[src/rtl/rotate_scheduler.sv]
// rotate_scheduler: front-end sequencer for the CORDIC rotation core.
// Accepts points on a valid/ready stream, folds full-circle angles into the
// +/- pi/2 range the core handles, issues one start per point, captures the
// one-cycle core result and holds it on a backpressured output stream.
module rotate_scheduler #(
  parameter int DATA_WIDTH       = 7,
  parameter int ANGLE_WIDTH      = 23,
  parameter int CORE_ANGLE_WIDTH = 22,
  parameter int TIMEOUT          = 32
) (
  input  logic                               i_clk,
  input  logic                               i_rst_n,
  input  logic                               i_valid,
  output logic                               o_ready,
  input  logic signed [DATA_WIDTH-1:0]       i_x,
  input  logic signed [DATA_WIDTH-1:0]       i_y,
  input  logic signed [ANGLE_WIDTH-1:0]      i_angle,
  output logic                               o_cordic_start,
  output logic signed [DATA_WIDTH-1:0]       o_cordic_x,
  output logic signed [DATA_WIDTH-1:0]       o_cordic_y,
  output logic signed [CORE_ANGLE_WIDTH-1:0] o_cordic_angle,
  input  logic signed [DATA_WIDTH-1:0]       i_cordic_x,
  input  logic signed [DATA_WIDTH-1:0]       i_cordic_y,
  input  logic                               i_cordic_done,
  output logic                               o_valid,
  input  logic                               i_ready,
  output logic signed [DATA_WIDTH-1:0]       o_x,
  output logic signed [DATA_WIDTH-1:0]       o_y,
  output logic [15:0]                        o_count,
  output logic                               o_error
);

  localparam int TW = $clog2(TIMEOUT + 1);

  // Angle constants in 2^-20 rad units, held one bit wider than the input
  // so the fold arithmetic cannot overflow.
  localparam logic signed [ANGLE_WIDTH:0] PI_Q   = (ANGLE_WIDTH+1)'(3294199);
  localparam logic signed [ANGLE_WIDTH:0] NPI_Q  = -PI_Q;
  localparam logic signed [ANGLE_WIDTH:0] HPI_Q  = (ANGLE_WIDTH+1)'(1647099);
  localparam logic signed [ANGLE_WIDTH:0] NHPI_Q = -HPI_Q;

  localparam logic signed [DATA_WIDTH-1:0] MIN_D = {1'b1, {(DATA_WIDTH-1){1'b0}}};
  localparam logic signed [DATA_WIDTH-1:0] MAX_D = {1'b0, {(DATA_WIDTH-1){1'b1}}};

  localparam logic [TW-1:0] TIMER_LAST = TW'(TIMEOUT - 1);

  typedef enum logic [1:0] {S_IDLE, S_ISSUE, S_WAIT, S_OUT} state_t;

  // Two's-complement negation that maps the most negative code to the
  // most positive one instead of wrapping back onto itself.
  function automatic logic signed [DATA_WIDTH-1:0] sat_neg(
    input logic signed [DATA_WIDTH-1:0] v
  );
    if (v == MIN_D) return MAX_D;
    return -v;
  endfunction

  state_t                         state_q, state_d;
  logic                           ready_q, ready_d;
  logic                           start_q, start_d;
  logic                           valid_q, valid_d;
  logic signed [DATA_WIDTH-1:0]   cx_q, cx_d, cy_q, cy_d;
  logic signed [CORE_ANGLE_WIDTH-1:0] ca_q, ca_d;
  logic signed [DATA_WIDTH-1:0]   ox_q, ox_d, oy_q, oy_d;
  logic [15:0]                    count_q, count_d;
  logic                           error_q, error_d;
  logic [TW-1:0]                  timer_q, timer_d;

  logic signed [ANGLE_WIDTH:0]    a_ext, a_clamp, a_fold;
  logic                           fold_flip;

  // Clamp the incoming angle to [-pi, pi] and fold it into [-pi/2, pi/2];
  // a half-turn of the angle is compensated by negating the point.
  always_comb begin
    a_ext     = {i_angle[ANGLE_WIDTH-1], i_angle};
    a_clamp   = a_ext;
    a_fold    = a_ext;
    fold_flip = 1'b0;
    if (a_ext > PI_Q)       a_clamp = PI_Q;
    else if (a_ext < NPI_Q) a_clamp = NPI_Q;
    a_fold = a_clamp;
    if (a_clamp > HPI_Q) begin
      a_fold    = a_clamp - PI_Q;
      fold_flip = 1'b1;
    end else if (a_clamp < NHPI_Q) begin
      a_fold    = a_clamp + PI_Q;
      fold_flip = 1'b1;
    end
  end

  // Next-state and next-output logic; every output is a flop whose next
  // value is derived from the next state, so nothing is combinational.
  always_comb begin
    state_d = state_q;
    cx_d    = cx_q;
    cy_d    = cy_q;
    ca_d    = ca_q;
    ox_d    = ox_q;
    oy_d    = oy_q;
    count_d = count_q;
    error_d = error_q;
    timer_d = timer_q;
    case (state_q)
      S_IDLE: begin
        if (i_valid) begin
          cx_d    = fold_flip ? sat_neg(i_x) : i_x;
          cy_d    = fold_flip ? sat_neg(i_y) : i_y;
          ca_d    = CORE_ANGLE_WIDTH'(a_fold);
          state_d = S_ISSUE;
        end
      end
      S_ISSUE: begin
        timer_d = '0;
        state_d = S_WAIT;
      end
      S_WAIT: begin
        // A done arriving in the timeout cycle still wins.
        if (i_cordic_done) begin
          ox_d    = i_cordic_x;
          oy_d    = i_cordic_y;
          state_d = S_OUT;
        end else if (timer_q == TIMER_LAST) begin
          error_d = 1'b1;
          state_d = S_IDLE;
        end else begin
          timer_d = timer_q + 1'b1;
        end
      end
      S_OUT: begin
        if (i_ready) begin
          count_d = count_q + 16'd1;
          state_d = S_IDLE;
        end
      end
      default: state_d = S_IDLE;
    endcase
    ready_d = (state_d == S_IDLE);
    start_d = (state_d == S_ISSUE);
    valid_d = (state_d == S_OUT);
  end

  // State and output registers with asynchronous active-low reset.
  always_ff @(posedge i_clk or negedge i_rst_n) begin
    if (!i_rst_n) begin
      state_q <= S_IDLE;
      ready_q <= 1'b1;
      start_q <= 1'b0;
      valid_q <= 1'b0;
      cx_q    <= '0;
      cy_q    <= '0;
      ca_q    <= '0;
      ox_q    <= '0;
      oy_q    <= '0;
      count_q <= '0;
      error_q <= 1'b0;
      timer_q <= '0;
    end else begin
      state_q <= state_d;
      ready_q <= ready_d;
      start_q <= start_d;
      valid_q <= valid_d;
      cx_q    <= cx_d;
      cy_q    <= cy_d;
      ca_q    <= ca_d;
      ox_q    <= ox_d;
      oy_q    <= oy_d;
      count_q <= count_d;
      error_q <= error_d;
      timer_q <= timer_d;
    end
  end

  assign o_ready        = ready_q;
  assign o_cordic_start = start_q;
  assign o_cordic_x     = cx_q;
  assign o_cordic_y     = cy_q;
  assign o_cordic_angle = ca_q;
  assign o_valid        = valid_q;
  assign o_x            = ox_q;
  assign o_y            = oy_q;
  assign o_count        = count_q;
  assign o_error        = error_q;

endmodule

[config.mk]
export PLATFORM = sky130hd
export DESIGN_NAME = rotate_scheduler
export DESIGN_NICKNAME = d
export VERILOG_FILES = /design/src/rtl/rotate_scheduler.sv
export SDC_FILE = /design/constraint.sdc
export NUM_CORES = 1
export LEC_CHECK = 0
export ABC_AREA = 1
export CAP_MARGIN = 25
export CORE_MARGIN = 2
export CORE_UTILIZATION = 50
export CTS_BUF_LIST = sky130_fd_sc_hd__clkbuf_4 sky130_fd_sc_hd__clkbuf_8
export DETAILED_ROUTE_END_ITERATION = 10
export DONT_BUFFER_PORTS = 1
export GPL_TIMING_DRIVEN = 0
export SLEW_MARGIN = 20
export SYNTH_ARGS = -nofsm -noshare
export SYNTH_HDL_FRONTEND = slang
export SYNTH_SLANG_ARGS = --single-unit
[constraint.sdc]
create_clock -name i_clk -period 2.7 [get_ports i_clk]
set_input_delay 0.405 -clock i_clk [delete_from_list [all_inputs] [get_ports i_clk]]
set_output_delay 0.405 -clock i_clk [all_outputs]
set_load 0.01 [all_outputs]
Yosys cells after proc, flatten, opt, wreduce, memory -nomap -nowiden
Cells that the tools add are included.

Bits in registers: 78. Bits of input ports: 56.

Add/sub/neg operators: 6. Magnitude comparators: 4. Equal/unequal tests: 10. Muxes and demuxes: 26. Bitwise logic cells: 1. Reductions and logical operators: 8.

Operators with widths (number): 2-to-1 mux 24 bit (2); 2-to-1 mux 22 bit (2); 2-to-1 mux 7 bit (6); greater-than comparator 24 x 22 -> 1 bit (second input constant) (1); less-than comparator 24 x 22 -> 1 bit (second input constant) (1); greater-than comparator 23 bit (second input constant) (1); less-than comparator 23 bit (second input constant) (1); adder 22 x 21 -> 22 bit (second input constant) (1); subtractor 22 x 21 -> 22 bit (second input constant) (1); adder 16 x 1 -> 16 bit (second input constant) (1); == test 7 bit (second input constant) (2); negation 7 bit (2); 2-to-1 mux 6 bit (2); one-hot mux 6 bit (2 select lines) (1); 2-to-1 mux 1 bit (8); 2-to-1 mux 2 bit (4); one-hot mux 2 bit (4 select lines) (1); adder 6 x 1 -> 6 bit (second input constant) (1); == test 2 bit (second input constant) (3); == test 6 x 5 -> 1 bit (second input constant) (1); AND reduction 2 bit (3); AND reduction 3 bit (2); == test 2 x 1 -> 1 bit (second input constant) (2); zero test 2 bit (2); 3 further kinds (4).

Depth between registers and ports, before layout
Depth after elaboration: 7. Gate-level depth with buffers: 26.

Worst setup path after synthesis
OpenSTA, ideal clock, no wires.

Path type: in2reg. Start: in i_angle[9]. End: reg ca_q[18] (netlist: o_cordic_angle[18]). Library setup time: 0.118 ns. Arrival time: 3.270 ns. Data required time: 2.582 ns. Slack: -0.688 ns. Stages on the path: 25. Path buffers: 3. Cells stage by stage: nor4_1 > o211a_1 > o21bai_1 > nand3_1 > a21oi_1 > o31ai_1 > ha_1 > buf_2 > inv_2 > buf_2 > nand3_1 > inv_1 > ha_1 > inv_1 > a21oi_1 > nand2_1 > nand3_4 > nand3_2 > nor2_4 > buf_6 > nand2_1 > nand2_1 > nand2_1 > nand3_1 > nand2_1.

Longest elaborated chain between the ends: 6.

RTL lines: start: declaration (RTL line 17) `input logic signed [ANGLE_WIDTH-1:0] i_angle,`; less-than comparator 23 bit (RTL line 80) `else if (a_ext < NPI_Q) a_clamp = NPI_Q;`; 2-to-1 mux 24 bit (RTL line 80); 2-to-1 mux 24 bit (*) (RTL line 79) `if (a_ext > PI_Q) a_clamp = PI_Q;`; adder 22 x 21 -> 22 bit / less-than comparator 24 x 22 -> 1 bit (equally long branches) (RTL line 86, 85); 2-to-1 mux 22 bit (RTL line 85) `end else if (a_clamp < NHPI_Q) begin`; 2-to-1 mux 22 bit (*) (RTL line 82) `if (a_clamp > HPI_Q) begin`; end signal: assignment (RTL line 151) `ca_q <= '0;`; end signal: assignment (RTL line 164) `ca_q <= ca_d;`; end: declaration (RTL line 63) `logic signed [CORE_ANGLE_WIDTH-1:0] ca_q, ca_d;`.

Every way passes the cells marked *; elsewhere a longest branch is shown, timed or not. A chain may end at the register's enable or synchronous reset.

Worst setup path after layout
Start: in i_angle[9]. End: reg cx_q[3] (netlist: o_cordic_x[3]).

Longest elaborated chain between the ends: 7.

RTL lines: less-than comparator 23 bit (RTL line 80); 2-to-1 mux 24 bit (RTL line 80); 2-to-1 mux 24 bit (*) (RTL line 79); less-than comparator 24 x 22 -> 1 bit (RTL line 85); 2-to-1 mux 1 bit (RTL line 85); 2-to-1 mux 1 bit (*) (RTL line 82); 2-to-1 mux 7 bit (*) (RTL line 106) `cx_d = fold_flip ? sat_neg(i_x) : i_x;`; end signal: assignment (RTL line 149) `cx_q <= '0;`; end signal: assignment (RTL line 162) `cx_q <= cx_d;`; end: declaration (RTL line 62) `logic signed [DATA_WIDTH-1:0] cx_q, cx_d, cy_q, cy_d;`.

Marks and branches as above.

==> impl_metrics.json <==
{
  "run_status": "complete, but fails checks",
  "violations": "negative setup slack",
  "critical-path-slowest-cell": "ha_1",
  "synth.area.top_cells": "dfrtp_1, nand2_1, nand3_1, nor2_1, inv_1",
  "fp.dieW_um": 113.9,
  "dp_cells": 1079,
  "ys_seq_area_share_pct": 32.34,
  "whs_path_depth": 2,
  "coreArea_mm2": 0.01191,
  "cp_data_arrival_time_ps": 3470,
  "port_buffers": 0,
  "p_sw_mw": 2.205,
  "first_pass_iters": 6,
  "synthDistinctLibCells": 45,
  "io_pins": 126,
  "worstHoldEndpoint": "o_x[3]$_DFFE_PN0P_",
  "initial_utilization_pct": 50.70,
  "async_flop_share_pct": 100.0,
  "seq_area_mm2": 0.001953,
  "ys.flop_type": "dfrtp_1",
  "overflow": 0,
  "r2r_slack_ps": 210,
  "final_core_util_pct": 61.74,
  "p_leak_nw": 3.773,
  "critical_path.max_fanout": 10,
  "p_int_mw": 2.697,
  "clockPowerShare_pct": 18.4,
  "multi_input_area_mm2": 0.004120,
  "syn_area_per_cell_um2": 6.480,
  "vias_per_cell": 5.670,
  "worstSetupPathType": "in -> reg",
  "htreeDepth": 3,
  "layout_common_cells": "nand2_1, nor2_1, nand3_1",
  "grt_pass1_wl_um": 31040,
  "syn_area_mm2": 0.006040,
  "wl_per_cell_um": 17.75,
  "fin_crit_sh_pct": 119.4,
  "ys.warnings.count": 0,
  "nFillCells": 1150,
  "synthCells": 932,
  "cts-buffers-inserted": 9,
  "fmax_ghz": 0.3103,
  "relSlewSlack_pct": 42.11,
  "slowest_delay_ps": 290,
  "syn-num-nets": 995,
  "p_comb_share_pct": 37.8,
  "worst_pin_slew_ps": 868.3,
  "drt_iter0_drc": 580,
  "drv_slew": 0,
  "start_kind": "primary input",
  "fin_worst_skew_ps": 14.55,
  "area.growth.synth_to_final_pct": 21.77,
  "powerDensity_mw_per_mm2": 666.4,
  "peakVddDrop_mv": 0.5929,
  "clockBufferDepth": 2,
  "hold_path.class": "in -> reg",
  "fin_nets": 1036,
  "maxCapViolCount": 0,
  "layout-drive-gt1-share_pct": 21.06,
  "grtUsageTotal_pct": 30.65,
  "antenna_found_initial": 0,
  "grt_pass1_vias": 6029,
  "switching_share_pct": 44.98,
  "totalWireLength_um": 19970,
  "synth_edf_count": 0,
  "crit_required_ps": 2950,
  "rsz0062_at_grt": "true",
  "mostFrequentLayoutCell": "nand2_1",
  "antenna_left": 0,
  "r2r-start": "state_q[0]$_DFF_PN0_",
  "synth_top_area_cell": "dfrtp_1",
  "timing.setup.tns_ps": -16890,
  "layout.cells.non_filler": 1125,
  "cts_tree": "done",
  "clock_tree.root_cell": "clkbuf_8",
  "clk_pin_slew_worst_paths_ps": 80,
  "design.die.area_mm2": 0.01297,
  "synth_top_cell_area_share_pct": 31.90,
  "hpwlAfterDp_um": 14840,
  "r2r_end": "o_count[15]$_DFFE_PN0P_",
  "post-route-min-period_ps": 3223,
  "dieHeight_um": 113.9,
  "drcViolationCount": 0,
  "setup_ws_ps": -522.7,
  "num_rows": 40,
  "whs_ps": 145.4,
  "worstHoldStart": "i_cordic_x[3]",
  "setup_violations": 36,
  "path_cells": "nor4_4, o211a_1, o21bai_1, nand3_1, a21oi_2, o31ai_2, ha_1, buf_6, clkinv_8, nand2_2, inv_2, nand2_1, a21oi_2, nand3_2, nor3_4, nand3_4, buf_12, nand4_4, nand2_8, buf_12, o211ai_2, nand2_1",
  "gp_congestion": 1.016,
  "finalHoldViolCount": 0,
  "reg2reg_depth": 9,
  "end_kind": "flip-flop",
  "clock_latency_ps": 380,
  "grt_max_degree": 79,
  "pwr-share-seq_pct": 43.8,
  "num_vias": 6379,
  "cts.sinks": 78,
  "diodes": 0,
  "ys_ff_latch": 78
}
-- per-layer routing --
metal  routed length, um  track usage, %  vias up  part of all wire, %
met1                8596           40.32     2995                   43
met5                   0               0        -                    0
met3                1431           6.270       44                  7.2
met4                 654           11.87        0                  3.3
met2                9283           49.78      256                   46
li1                    -               -     3084                    -
-- synthesized netlist by cell type (3+ instances only) --
cell type / n
xor2_1: 13
nor2_4: 3
or2_2: 4
inv_2: 4
o41ai_1: 4
nor2_1: 99
buf_6: 4
nand4_1: 19
a21oi_1: 23
nor3b_1: 3
nand3_2: 4
nor4_1: 3
nand2_4: 3
nor3_1: 11
ha_1: 7
o21ai_2: 3
buf_2: 7
o211ai_2: 12
xnor2_1: 11
nand3b_1: 4
nand3_1: 102
nor2_2: 4
inv_1: 97
dfrtp_1: 77
o21ai_0: 24
nand2_2: 5
nand2_1: 352
clkbuf_1: 10
-- metrics by stage --
step / power [mW] / setup WS (ps) / area [um2]
floorplan: 3.294 / -484.8 / 6176
global placement: 3.693 / -1337 / 6360
detailed placement: 3.760 / -1376 / 6360
CTS: 4.833 / -482.7 / 7041
global route: 5.257 / -685.3 / 7355
finish: 4.901 / -522.7 / 7355
-- registers in the layout (all words and copies together), names as in the netlist --
register,flops
o_cordic_angle,22
o_count,16
o_cordic_x,7
o_cordic_y,7
o_x,7
o_y,7
timer_q,6
state_q,2
o_cordic_start,1
o_error,1
o_ready,1
o_valid,1
-- cell families (layout without fill, tap and decap cells) --
family          after synthesis  after routing  synth area share, %
fa+ha+maj                     7              7                1.450
compound gates               76             76                8.826
xor+xnor                     24             24                3.480
simple gates                623            624                45.37
buf+inv                     124            169                8.535
flops                        78             78                32.34
-- worst max-delay path, delay by kind of cell --
family,cells,cell delay [ps]
AO/OA/AOI/OAI,6,820
adder cells (fa/ha/maj),1,290
buffers and inverters,5,650
AND/OR/NAND/NOR,10,1290
-- repair_timing --
item | in CTS | in global routing
cloned | 2 | 2
endpoints found under the hold margin | 78 | 0
hold buffers | 2 | 0
pin swaps | 18 | 34
buffers inserted | 16 | 8
setup endpoints to repair | 36 | 36
gates resized for setup | 65 | 70
-- how the worst max path moves through the flow --
stage / start / to / slack (ps) / cells after the start
detailed placement: i_angle[9] / o_cordic_angle[3]$_DFFE_PN0P_ / -1380 / 21
global placement: i_angle[9] / o_cordic_angle[3]$_DFFE_PN0P_ / -1340 / 21
global route: i_angle[9] / o_cordic_angle[18]$_DFFE_PN0P_ / -690 / 26
CTS: i_angle[9] / o_cordic_angle[16]$_DFFE_PN0P_ / -480 / 25
floorplan: i_angle[9] / o_cordic_angle[16]$_DFFE_PN0P_ / -480 / 25
finish: i_angle[9] / o_cordic_x[3]$_DFFE_PN0P_ / -520 / 22
-- layout make-up --
cell class,count,share of cell area (%)
plain buffers,22,2.637
clock buffers,10,1.786
clock inverters,6,0.9527
inverters,102,5.478
multi-input cells,731,56.02
flip-flops and latches,78,26.56
well taps,147,2.501
repair buffers,29,4.066
-- power groups by stage --
stage	sequential (mW)	clock [mW]	combinational, mW
after CTS	2.15	0.926	1.75
after floorplan	2.07	0	1.23
after global routing	2.21	0.965	2.08
after global placement	2.16	0	1.53
final	2.15	0.903	1.85
after detailed placement	2.17	0	1.59
Note: power is estimated with default switching activity, not from simulation.
